$ cat config.mk
export PLATFORM = sky130hd
export DESIGN_NAME = multicore_mem_arbiter
export DESIGN_NICKNAME = d
export VERILOG_FILES = /design/src/rtl/multicore_mem_arbiter.sv
export SDC_FILE = /design/constraint.sdc
export NUM_CORES = 1
export LEC_CHECK = 0
export CELL_PAD_IN_SITES_DETAIL_PLACEMENT = 0
export CELL_PAD_IN_SITES_GLOBAL_PLACEMENT = 1
export CORE_MARGIN = 3
export CORE_UTILIZATION = 25
export CTS_CLUSTER_DIAMETER = 80
export CTS_CLUSTER_SIZE = 10
export DETAILED_ROUTE_END_ITERATION = 16
export PLACE_DENSITY_LB_ADDON = 0.1
export SLEW_MARGIN = 20
export SYNTH_ARGS = -nofsm -noshare
export SYNTH_HDL_FRONTEND = slang
export SYNTH_SLANG_ARGS = --single-unit
export TNS_END_PERCENT = 50
$ cat constraint.sdc
create_clock -name CLK -period 3.2 [get_ports CLK]
set_clock_uncertainty 0.05 [all_clocks]
set_input_delay 0.64 -clock CLK [delete_from_list [all_inputs] [get_ports CLK]]
set_output_delay 0.64 -clock CLK [all_outputs]
set_load 0.005 [all_outputs]
$ cat src/rtl/multicore_mem_arbiter.sv
// Shared-RAM arbiter for NCORES cache clients.
// Data requests beat instruction requests. Among cores, a round-robin pointer
// picks the first requester at or after it. Only a completed grant advances
// the pointer. The grant, address, store data and rd/wr kind are latched in
// IDLE. The RAM side is then driven from those latched values until the RAM
// completes the access or the requester aborts.
module multicore_mem_arbiter #(
  parameter int NCORES = 2,
  parameter int ADDR_W = 32,
  parameter int DATA_W = 32,
  parameter int IDW    = (NCORES > 1) ? $clog2(NCORES) : 1
) (
  input  logic                     CLK,
  input  logic                     nRST,
  input  logic [NCORES-1:0]        iREN,
  input  logic [NCORES*ADDR_W-1:0] iaddr,
  input  logic [NCORES-1:0]        dREN,
  input  logic [NCORES-1:0]        dWEN,
  input  logic [NCORES*ADDR_W-1:0] daddr,
  input  logic [NCORES*DATA_W-1:0] dstore,
  output logic [NCORES-1:0]        iwait,
  output logic [NCORES-1:0]        dwait,
  output logic [DATA_W-1:0]        iload,
  output logic [DATA_W-1:0]        dload,
  output logic [ADDR_W-1:0]        ramaddr,
  output logic [DATA_W-1:0]        ramstore,
  output logic                     ramREN,
  output logic                     ramWEN,
  input  logic [DATA_W-1:0]        ramload,
  input  logic [1:0]               ramstate,
  output logic [IDW-1:0]           grant_id,
  output logic                     busy,
  output logic                     err
);

  typedef enum logic [1:0] {IDLE, DGRANT, IGRANT} state_t;

  localparam logic [1:0] RS_ACCESS = 2'd2;
  localparam logic [1:0] RS_ERROR  = 2'd3;

  state_t             state, state_n;
  logic [IDW-1:0]     grant_q, grant_n;
  logic [IDW-1:0]     ptr_q, ptr_n;
  logic [ADDR_W-1:0]  addr_q, addr_n;
  logic [DATA_W-1:0]  store_q, store_n;
  logic               wr_q, wr_n;
  logic [NCORES-1:0]  dreq;
  logic [IDW-1:0]     dpick, ipick;
  logic               live;  // granted core still asserting its request
  logic               done;  // RAM completed (ACCESS or ERROR) this cycle

  // First requester at or after ptr, scanning cyclically.
  // Scanning from the far end down to ptr leaves the nearest requester in sel.
  function automatic logic [IDW-1:0] rr_pick(input logic [NCORES-1:0] req,
                                             input logic [IDW-1:0]    ptr);
    logic [IDW-1:0] sel;
    logic [IDW-1:0] c;
    int             idx;
    sel = ptr;
    for (int k = NCORES - 1; k >= 0; k--) begin
      idx = (int'(ptr) + k) % NCORES;
      c   = IDW'(idx);
      if (req[c]) sel = c;
    end
    return sel;
  endfunction

  assign dreq  = dREN | dWEN;
  assign dpick = rr_pick(dreq, ptr_q);
  assign ipick = rr_pick(iREN, ptr_q);

  // Next-state logic: grant selection in IDLE; completion or abort in the grant states.
  always_comb begin
    state_n = state;
    grant_n = grant_q;
    ptr_n   = ptr_q;
    addr_n  = addr_q;
    store_n = store_q;
    wr_n    = wr_q;
    live    = 1'b0;
    done    = 1'b0;
    case (state)
      IDLE: begin
        if (|dreq) begin
          state_n = DGRANT;
          grant_n = dpick;
          addr_n  = daddr[int'(dpick)*ADDR_W +: ADDR_W];
          store_n = dstore[int'(dpick)*DATA_W +: DATA_W];
          wr_n    = dWEN[dpick];  // dWEN wins over dREN on the same core
        end else if (|iREN) begin
          state_n = IGRANT;
          grant_n = ipick;
          addr_n  = iaddr[int'(ipick)*ADDR_W +: ADDR_W];
          store_n = '0;
          wr_n    = 1'b0;
        end
      end
      DGRANT, IGRANT: begin
        live = (state == DGRANT) ? dreq[grant_q] : iREN[grant_q];
        if (!live) begin
          // Abort: release the RAM. The pointer stays put, so this core is
          // still first in line for the next scan.
          state_n = IDLE;
        end else if (ramstate == RS_ACCESS || ramstate == RS_ERROR) begin
          done    = 1'b1;
          state_n = IDLE;
          ptr_n   = IDW'((int'(grant_q) + 1) % NCORES);
        end
      end
      default: state_n = IDLE;
    endcase
  end

  // Output decode: RAM drive from latched values, and a one-cycle completion handshake.
  always_comb begin
    busy     = (state != IDLE);
    grant_id = grant_q;
    ramaddr  = busy ? addr_q  : '0;
    ramstore = busy ? store_q : '0;
    ramREN   = live & ~wr_q;
    ramWEN   = live & wr_q;
    iwait    = '1;
    dwait    = '1;
    iload    = '0;
    dload    = '0;
    err      = 1'b0;
    if (done) begin
      err = (ramstate == RS_ERROR);
      if (state == DGRANT) begin
        dwait[grant_q] = 1'b0;
        dload          = err ? '0 : ramload;
      end else begin
        iwait[grant_q] = 1'b0;
        iload          = err ? '0 : ramload;
      end
    end
  end

  // State and latched-request registers.
  always_ff @(posedge CLK or negedge nRST) begin
    if (!nRST) begin
      state   <= IDLE;
      grant_q <= '0;
      ptr_q   <= '0;
      addr_q  <= '0;
      store_q <= '0;
      wr_q    <= 1'b0;
    end else begin
      state   <= state_n;
      grant_q <= grant_n;
      ptr_q   <= ptr_n;
      addr_q  <= addr_n;
      store_q <= store_n;
      wr_q    <= wr_n;
    end
  end

endmodule

After elaboration in Yosys (flattened, before gate mapping)
Cells that the tools add are included.

Multiplexer cells: 50. Eq/ne operators: 6. Order comparisons: 5. Shift operators: 3. Bitwise operators: 5. Reduce and logical (&&, ||, !) cells: 11. $add $sub $neg: 2.

Operators by type and width (count): 2-to-1 mux 32 bit (11); indexed part select 64 x 7 -> 32 bit (3); 2-to-1 mux 1 bit (29); 2-to-1 mux 2 bit (8); less-than comparator 1 x 2 -> 1 bit (second input constant) (4); == test 2 bit (second input constant) (3); != test 3 bit (second input constant) (2); OR reduction 2 bit (3); case mux 2 bit (2 select lines) (1); AND reduction 2 bit (2); nonzero test 2 bit (2); AND reduction 3 bit (1); adder 1 bit (second input constant) (2); bitwise AND 1 bit (2); == test 2 x 1 -> 1 bit (second input constant) (1); logical NOT 2 bit (1); inverter 2 bit (1); OR 2 bit (1); demux 1 bit (select 1 bit) (1); >= comparator 1 bit (second input constant) (1); logical AND 1 bit (1); logical OR 1 bit (1); inverter 1 bit (1).

Bits of input ports: 234. Logic and storage cells: 88. Flip-flop bits (word level): 69.

Depth between registers and ports, before layout
Gate-level depths: netlist of run 1.

Depth after elaboration: 8. Mapped depth: 7. Mapped depth without buffers: 6.

Worst setup path before layout of run 1
OpenSTA, ideal clock, no wires.

Kind: reg-to-output. Start point: reg state[1]. End point: out dload[22]. Slack: 0.917 ns. Cell stages (with the launch flop): 8. Data required time: 2.510 ns. Data arrival time: 1.593 ns. Cells stage by stage: dfrtp_1 inv_1 ha_1 buf_2 nand3_1 a211oi_1 clkbuf_1 and3_1.

Longest elaborated chain between the ends: 5. Elaborated cells on any way between the ends: 8. Those cells by class: eq/ne: 2; mux: 5; reduce/logical: 1.

RTL lines: start, declared (RTL line 41) `state_t state, state_n;`; start signal, assigned (RTL line 149) `state <= state_n;`; == test 2 x 1 -> 1 bit (RTL line 82, 99, 129); 2-to-1 mux 1 bit (RTL line 99) `live = (state == DGRANT) ? dreq[grant_q] : iREN[grant_q];`; 2-to-1 mux 1 bit (RTL line 100) `if (!live) begin`; 2-to-1 mux 1 bit (RTL line 82) `case (state)`; 2-to-1 mux 32 bit * (RTL line 127) `if (done) begin`; end, declared (RTL line 24) `output logic [DATA_W-1:0] dload,`.

Mark *: on every way between the ends. The rest lies on a longest branch, timed or not.

Worst setup path in the final report of run 1
Start point: in dREN[1]. End point: out dload[24].

Longest elaborated chain between the ends: 7.

RTL lines: start, declared (RTL line 17) `input logic [NCORES-1:0] dREN,`; OR 2 bit (RTL line 68) `assign dreq = dREN | dWEN;`; 2-to-1 mux 1 bit (not written as such) (2 in series) (RTL line 99); 2-to-1 mux 1 bit (RTL line 99); 2-to-1 mux 1 bit (RTL line 100); 2-to-1 mux 1 bit (RTL line 82); 2-to-1 mux 32 bit (RTL line 127).

Every way passes these cells. The select of a mux whose other input is x is not followed.

==> results of run 1 <==
placed cells by master, fill, tap and decap left out, types with 9 or more instances in the layout:
| cell | n |
|---|---|
| clkdlybuf4s50_1 | 365 |
| a211oi_1 | 97 |
| dfrtp_1 | 69 |
| nor2b_1 | 66 |
| and3_1 | 64 |
| nand2_1 | 41 |
| inv_1 | 36 |
| nor2_1 | 36 |
| mux2i_1 | 34 |
| a32oi_1 | 33 |
| o21ai_1 | 33 |
| buf_4 | 23 |
| clkbuf_16 | 9 |
metrics by stage:
step                hold WS [ns]  area (sq um)  power (mW)  util, %  cells
global route              0.4519          9484       7.858    48.10   1227
finish                    0.3925          9484       7.286    48.10   1227
CTS                       0.4315          9439       7.342    47.87   1225
detailed placement        0.4337          9070       6.101    46.00   1208
global placement          0.4228          9070       6.033    46.00   1208
floorplan                 0.2944          5074       3.807        -    614
kinds of logic after synthesis:
logic type               synth area share, %
flip-flops                             34.03
multiplexers                           6.708
AO/OA/AOI/OAI                          25.57
AND/OR/NAND/NOR                        24.17
buffers and inverters                  8.755
adder cells (fa/ha/maj)               0.7643
worst max-delay path by stage:
stage | from | to | slack, ns | cells after the start
detailed placement | ramstate[1] | dload[24] | -0.06 | 7
CTS | dREN[0] | dload[24] | 0.04 | 7
floorplan | state[1] | dload[22] | 0.92 | 7
global route | iREN[0] | iload[24] | 0.006 | 6
global placement | ramstate[1] | dload[25] | -0.009 | 7
finish | dREN[1] | dload[24] | 0.08 | 7
cell type report:
cell class / instances / area, sq um / share of cell area, %
repair buffers: 398 / 3993 / 42.10
clock buffers: 9 / 225.2 / 2.375
well taps: 265 / 331.6 / 3.496
flip-flops and latches: 69 / 1727 / 18.21
inverters: 36 / 135.1 / 1.425
clock inverters: 7 / 122.6 / 1.293
multi-input cells: 443 / 2950 / 31.11
flip-flops by register name, summed over array words and instances (netlist names):
| register | flops |
|---|---|
| addr_q | 32 |
| wr_q | 1 |
| grant_id | 1 |
| ptr_q | 1 |
| state | 2 |
| store_q | 32 |
layer usage:
layer	vias up	GRT usage (%)
met1	2797	21.90
met3	24	6.216
li1	2911	-
met2	240	36.58
met4	0	5.497
met5	-	0
what timing repair did:
| action | 4_1_cts | 5_1_grt |
|---|---|---|
| endpoints found under the setup margin | 24 | 53 |
| pin swaps | 0 | 1 |
| hold buffers | 0 | 0 |
| setup buffers | 1 | 2 |
| resized for setup | 2 | 6 |
power groups by stage:
| stage | registers, mW | clock network, mW | logic [mW] |
|---|---|---|---|
| finish | 1.55 | 1.18 | 4.56 |
| detailed placement | 1.56 | 0 | 4.55 |
| CTS | 1.54 | 1.21 | 4.58 |
| floorplan | 1.48 | 0 | 2.33 |
| global placement | 1.53 | 0 | 4.50 |
| global route | 1.60 | 1.26 | 5.00 |
==> results.py, run 1 <==
metrics = {
    "placed_design": {
        "port_buffers": 370,
        "place_congestion": 0.8359,
        "dpl.hpwl_microns": 17240,
        "place_ws_ns": -0.05707,
    },
    "synth": {
        "ys_top_cells_by_area": "dfrtp_1 34%, a211oi_1 15%, nor2b_1 8.3%",
        "syn-instance-count": 614,
        "syn_avg_cell_area_sq_um": 8.263,
        "yosysMostFrequentCell": "a211oi_1",
        "ys.flop_type": "dfrtp_1",
        "async_flop_share_pct": 100.0,
        "ys_ff_latch": 69,
        "yosys.area.top_type": "dfrtp_1",
        "synth_common_cells": "98 x a211oi_1, 69 x dfrtp_1, 67 x nor2b_1",
        "yosys_warnings": 0,
        "syn_area_sq_mm": 0.005074,
        "ys_types": 37,
        "synth_top_area_share_pct": 34.03,
        "ys_seq_area_share_pct": 34.03,
        "synth_edf_count": 0,
        "syn_nets": 850,
    },
    "timing": {
        "totalNegativeSetupSlack_ns": 0,
        "timing.slew.headroom_pct": 34.75,
        "tightest_slew_ns": 0.9765,
        "post-route-period-util_pct": 97.38,
        "rsz0062_at_grt": "false",
        "finalCriticalPeriod_ns": 3.116,
        "hold_violations": 0,
        "maxSlewViolCount": 0,
        "setup_ws_ns": 0.08390,
        "setup-violations-final": 0,
        "fmax_ghz": 0.3209,
    },
    "layout": {
        "layout-drive-gt1-share_pct": 6.029,
        "n_fill_cell": 1893,
        "antenna_cells": 0,
        "syn_to_final_growth_pct": 86.93,
        "final_nets": 1193,
    },
    "critical_path": {
        "cpMaxStageDelayCell": "clkdlybuf4s50_1",
        "cp_data_required_time_ns": 2.51,
        "worstPathCellList": "clkdlybuf4s50_1 -> nor2_2 -> a211oi_2 -> buf_4 -> buf_12 -> and3_1 -> clkdlybuf4s50_1",
        "worstRegToRegCells": 7,
        "reg2reg_to": "store_q[9]",
        "crit_arrival_ns": 2.43,
        "worstSetupStartpointType": "input port",
        "worst-path-buf-inv": 4,
        "crit_family": "buffers and inverters",
        "critPathMaxFanout": 19,
        "r2r-start": "state[0]",
        "crit_type": "in2out",
        "cp-end-kind": "primary output",
        "critPathMaxStageDelay_ns": 0.50,
        "r2r_setup_slack_ns": 0.81,
        "crit_top_cell": "clkdlybuf4s50_1",
    },
    "cts": {
        "cts_tree": "built",
        "cts_max_path_buffers": 2,
        "clk_latency_ns": 0.33,
        "clock_sinks": 69,
        "cts_made_buffers": 9,
        "cts-root-buf": "clkbuf_16",
        "ctsHtreeMaxLevel": 3,
        "clk_pin_slew_worst_paths_ns": 0.06,
    },
    "global_routing": {
        "grt_pass1_wl_microns": 34550,
        "track_usage_pct": 19.84,
        "antenna_found_initial": 0,
        "grt_pass1_vias": 6101,
        "grt.overflow.total": 0,
        "grt_max_degree": 73,
    },
    "floorplan": {
        "die_w_microns": 148.5,
        "die_h_microns": 148.5,
        "initial_core_util_pct": 25.73,
        "core_sq_mm": 0.01972,
        "io_pins": 371,
        "die_area_sq_mm": 0.02204,
        "rows": 51,
    },
    "power": {
        "p_seq_share_pct": 21.2,
        "vdd_drop_max_mv": 0.3903,
        "switching_share_pct": 39.11,
        "pwr-share-comb_pct": 62.5,
        "intPower_mw": 4.437,
        "leakage_nw": 3.972,
        "p_clk_share_pct": 16.2,
        "power.density_mw_per_mm2": 768.2,
        "switching_power_mw": 2.849,
    },
    "route": {
        "vias_per_cell": 4.867,
        "wl_per_cell_microns": 18.55,
        "route.met2.wl_microns": 12000,
        "vias": 5972,
        "wl_met3_microns": 1853,
        "antenna_left": 0,
        "wl_microns": 22760,
        "met1_length_microns": 8480,
        "top_layer_used": "met4",
        "dr.pass1.iters": 4,
        "drc_errors": 0,
        "drt_iter0_drc": 212,
    },
    "job": {
        "drv_cap": 0,
    },
    "outcome": {
        "status": "complete, no violations",
    },
    "min_path": {
        "min_path_type": "in2async",
    },
}
No activity file was read; power rests on OpenSTA's default activity.
==> run 2, diff against run 1 <==
--- a/config.mk
+++ b/config.mk
@@ -8,9 +8,9 @@
 export CELL_PAD_IN_SITES_DETAIL_PLACEMENT = 0
 export CELL_PAD_IN_SITES_GLOBAL_PLACEMENT = 1
 export CORE_MARGIN = 3
-export CORE_UTILIZATION = 25
+export CORE_UTILIZATION = 21
 export CTS_CLUSTER_DIAMETER = 80
-export CTS_CLUSTER_SIZE = 10
+export CTS_CLUSTER_SIZE = 14
 export DETAILED_ROUTE_END_ITERATION = 16
 export PLACE_DENSITY_LB_ADDON = 0.1
 export SLEW_MARGIN = 20
==> constraint.sdc (replaced) <==
create_clock -name CLK -period 2.6 [get_ports CLK]
set_clock_uncertainty 0.05 [all_clocks]
set_input_delay 0.52 -clock CLK [delete_from_list [all_inputs] [get_ports CLK]]
set_output_delay 0.52 -clock CLK [all_outputs]
set_load 0.005 [all_outputs]
==> results.py, run 2 (same netlist as run 1, synthesis figures left out) <==
metrics = {
    "floorplan": {
        "io_pins": 371,
        "die_h_microns": 161.4,
        "rows": 56,
        "die_w_microns": 161.4,
        "die_area_sq_mm": 0.02606,
        "core_sq_mm": 0.02361,
        "initial_core_util_pct": 21.49,
    },
    "critical_path": {
        "critPathMaxFanout": 8,
        "crit_path_start": "state[1]",
        "r2r-start": "state[1]",
        "worstPathCellList": "inv_2 -> ha_4 -> buf_6 -> nand3_4 -> a211oi_4 -> buf_6 -> clkbuf_16 -> and3_1 -> clkdlybuf4s15_2",
        "crit_type": "reg2out",
        "r2r_setup_slack_ns": 0.45,
        "cp-end-kind": "primary output",
        "worstRegToRegCells": 7,
        "reg2reg_to": "addr_q[13]",
        "crit_top_cell": "buf_6",
        "crit_end": "dload[15]",
        "critPathMaxStageDelay_ns": 0.36,
        "worstSetupStartpointType": "flip-flop",
        "cpMaxStageDelayCell": "dfrtp_1",
        "cp_data_required_time_ns": 2.03,
        "crit_arrival_ns": 2.11,
    },
    "timing": {
        "finalCriticalPeriod_ns": 2.677,
        "setup-violations-final": 30,
        "rsz0062_at_grt": "true",
        "tightest_slew_ns": 0.5453,
        "timing.slew.headroom_pct": 63.64,
        "totalNegativeSetupSlack_ns": -0.9364,
        "maxSlewViolCount": 0,
        "setup_ws_ns": -0.07716,
        "post-route-period-util_pct": 103.0,
        "fmax_ghz": 0.3735,
        "hold_violations": 0,
    },
    "layout": {
        "final_nets": 1222,
        "reg_top3": "addr_q: 32 flops, store_q: 32 flops, state: 2 flops",
        "fin_cells": 1310,
        "syn_to_final_growth_pct": 96.18,
        "mostFrequentLayoutCell": "clkdlybuf4s50_1",
        "layout_common_cells": "295 x clkdlybuf4s50_1, 96 x a211oi_1, 68 x dfrtp_1, 66 x nor2b_1, 53 x and3_1",
        "antenna_cells": 0,
        "layout-drive-gt1-share_pct": 17.15,
    },
    "global_routing": {
        "grt.overflow.total": 0,
        "grt_max_degree": 65,
        "grt_pass1_vias": 6128,
        "grt_pass1_wl_microns": 36360,
        "antenna_found_initial": 0,
        "track_usage_pct": 17.88,
    },
    "route": {
        "dr.pass1.iters": 4,
        "wl_microns": 24520,
        "vias": 6055,
        "drt_iter0_drc": 236,
        "wl_per_cell_microns": 18.72,
        "vias_per_cell": 4.622,
        "drc_errors": 0,
        "antenna_left": 0,
    },
    "placed_design": {
        "port_buffers": 370,
        "place_congestion": 0.7629,
        "dpl.hpwl_microns": 17500,
        "dp_cells": 1274,
        "place_ws_ns": -0.3784,
    },
    "cts": {
        "ctsHoldBuffers": 0,
        "clk_latency_ns": 0.34,
        "clk_pin_slew_worst_paths_ns": 0.06,
        "clock_sinks": 69,
        "ctsHtreeMaxLevel": 3,
        "cts-root-buf": "clkbuf_16",
        "cts_max_path_buffers": 2,
        "cts_made_buffers": 9,
        "cts_tree": "built",
    },
    "power": {
        "intPower_mw": 5.929,
        "p_clk_share_pct": 15.2,
        "power_mw": 9.684,
        "p_seq_share_pct": 19.5,
        "pwr-share-comb_pct": 65.3,
        "leakage_nw": 4.267,
        "switching_share_pct": 38.78,
        "vdd_drop_max_mv": 0.5856,
        "switching_power_mw": 3.755,
        "power.density_mw_per_mm2": 972.9,
    },
    "job": {
        "drv_cap": 0,
    },
    "outcome": {
        "violations": "negative setup slack",
        "status": "complete, but fails checks",
    },
    "min_path": {
        "min_path_type": "in2async",
    },
}
==> run 2: through the flow <==
| step | util (%) | hold slack [ns] | area [sq um] |
|---|---|---|---|
| detailed placement | 39.66 | 0.4281 | 9365 |
| floorplan | - | 0.1744 | 5074 |
| finish | 42.15 | 0.1121 | 9953 |
| global route | 42.15 | 0.1522 | 9953 |
| CTS | 42.16 | 0.1249 | 9955 |
| global placement | 39.66 | 0.4239 | 9365 |
==> run 2: critical path, delay by kind of cell (launching register included) <==
| kind | cells | cell delay [ns] |
|---|---|---|
| AND/OR/NAND/NOR | 2 | 0.21 |
| flip-flops | 1 | 0.36 |
| buffers and inverters | 5 | 0.68 |
| AO/OA/AOI/OAI | 1 | 0.21 |
| adder cells (fa/ha/maj) | 1 | 0.29 |
==> run 2: final cells by class <==
cell class	count	area, sq um
clock buffers	9	225.2
clock inverters	7	123.9
fillers	2420	13660
inverters	36	135.1
multi-input cells	443	3053
flip-flops and latches	69	1728
well taps	319	399.1
repair buffers	427	4289
==> run 2: worst min-delay path by stage <==
stage	endpoint	cells after the start
2_1_floorplan	addr_q[0]	0
3_3_place_gp	store_q[12]	2
3_5_place_dp	store_q[7]	2
4_1_cts	addr_q[6]	1
5_1_grt	addr_q[6]	1
6_report	addr_q[6]	1
==> run 2: metal layers <==
| metal | share of wire (%) | up-vias | GRT usage [%] |
|---|---|---|---|
| li1 | - | 2974 | - |
| met1 | 39 | 2800 | 20.27 |
| met2 | 50 | 246 | 32.00 |
| met3 | 8.0 | 35 | 4.796 |
| met4 | 3.0 | 0 | 6.805 |
| met5 | 0 | - | 0 |
==> run 2: timing repair <==
action,4_1_cts,5_1_grt
setup buffers,15,4
gates resized for setup,224,64
pin swaps,4,5
setup endpoints to repair,71,70
gates cloned,4,1
==> run 2: power groups by stage <==
stage               clock network, mW  registers (mW)  logic [mW]
floorplan                           0            1.82        2.87
global placement                    0            1.89        6.02
detailed placement                  0            1.90        6.00
CTS                              1.53            1.89        6.39
global route                     1.55            1.96        6.92
finish                           1.47            1.89        6.32
==> run 3, diff against run 2 <==
--- a/config.mk
+++ b/config.mk
@@ -9,7 +9,6 @@
 export CELL_PAD_IN_SITES_GLOBAL_PLACEMENT = 1
 export CORE_MARGIN = 3
 export CORE_UTILIZATION = 21
-export CTS_CLUSTER_DIAMETER = 80
 export CTS_CLUSTER_SIZE = 14
 export DETAILED_ROUTE_END_ITERATION = 16
 export PLACE_DENSITY_LB_ADDON = 0.1
==> results of run 3 <==
Same layout as run 2: the final DEF is identical, and so are final timing and power.
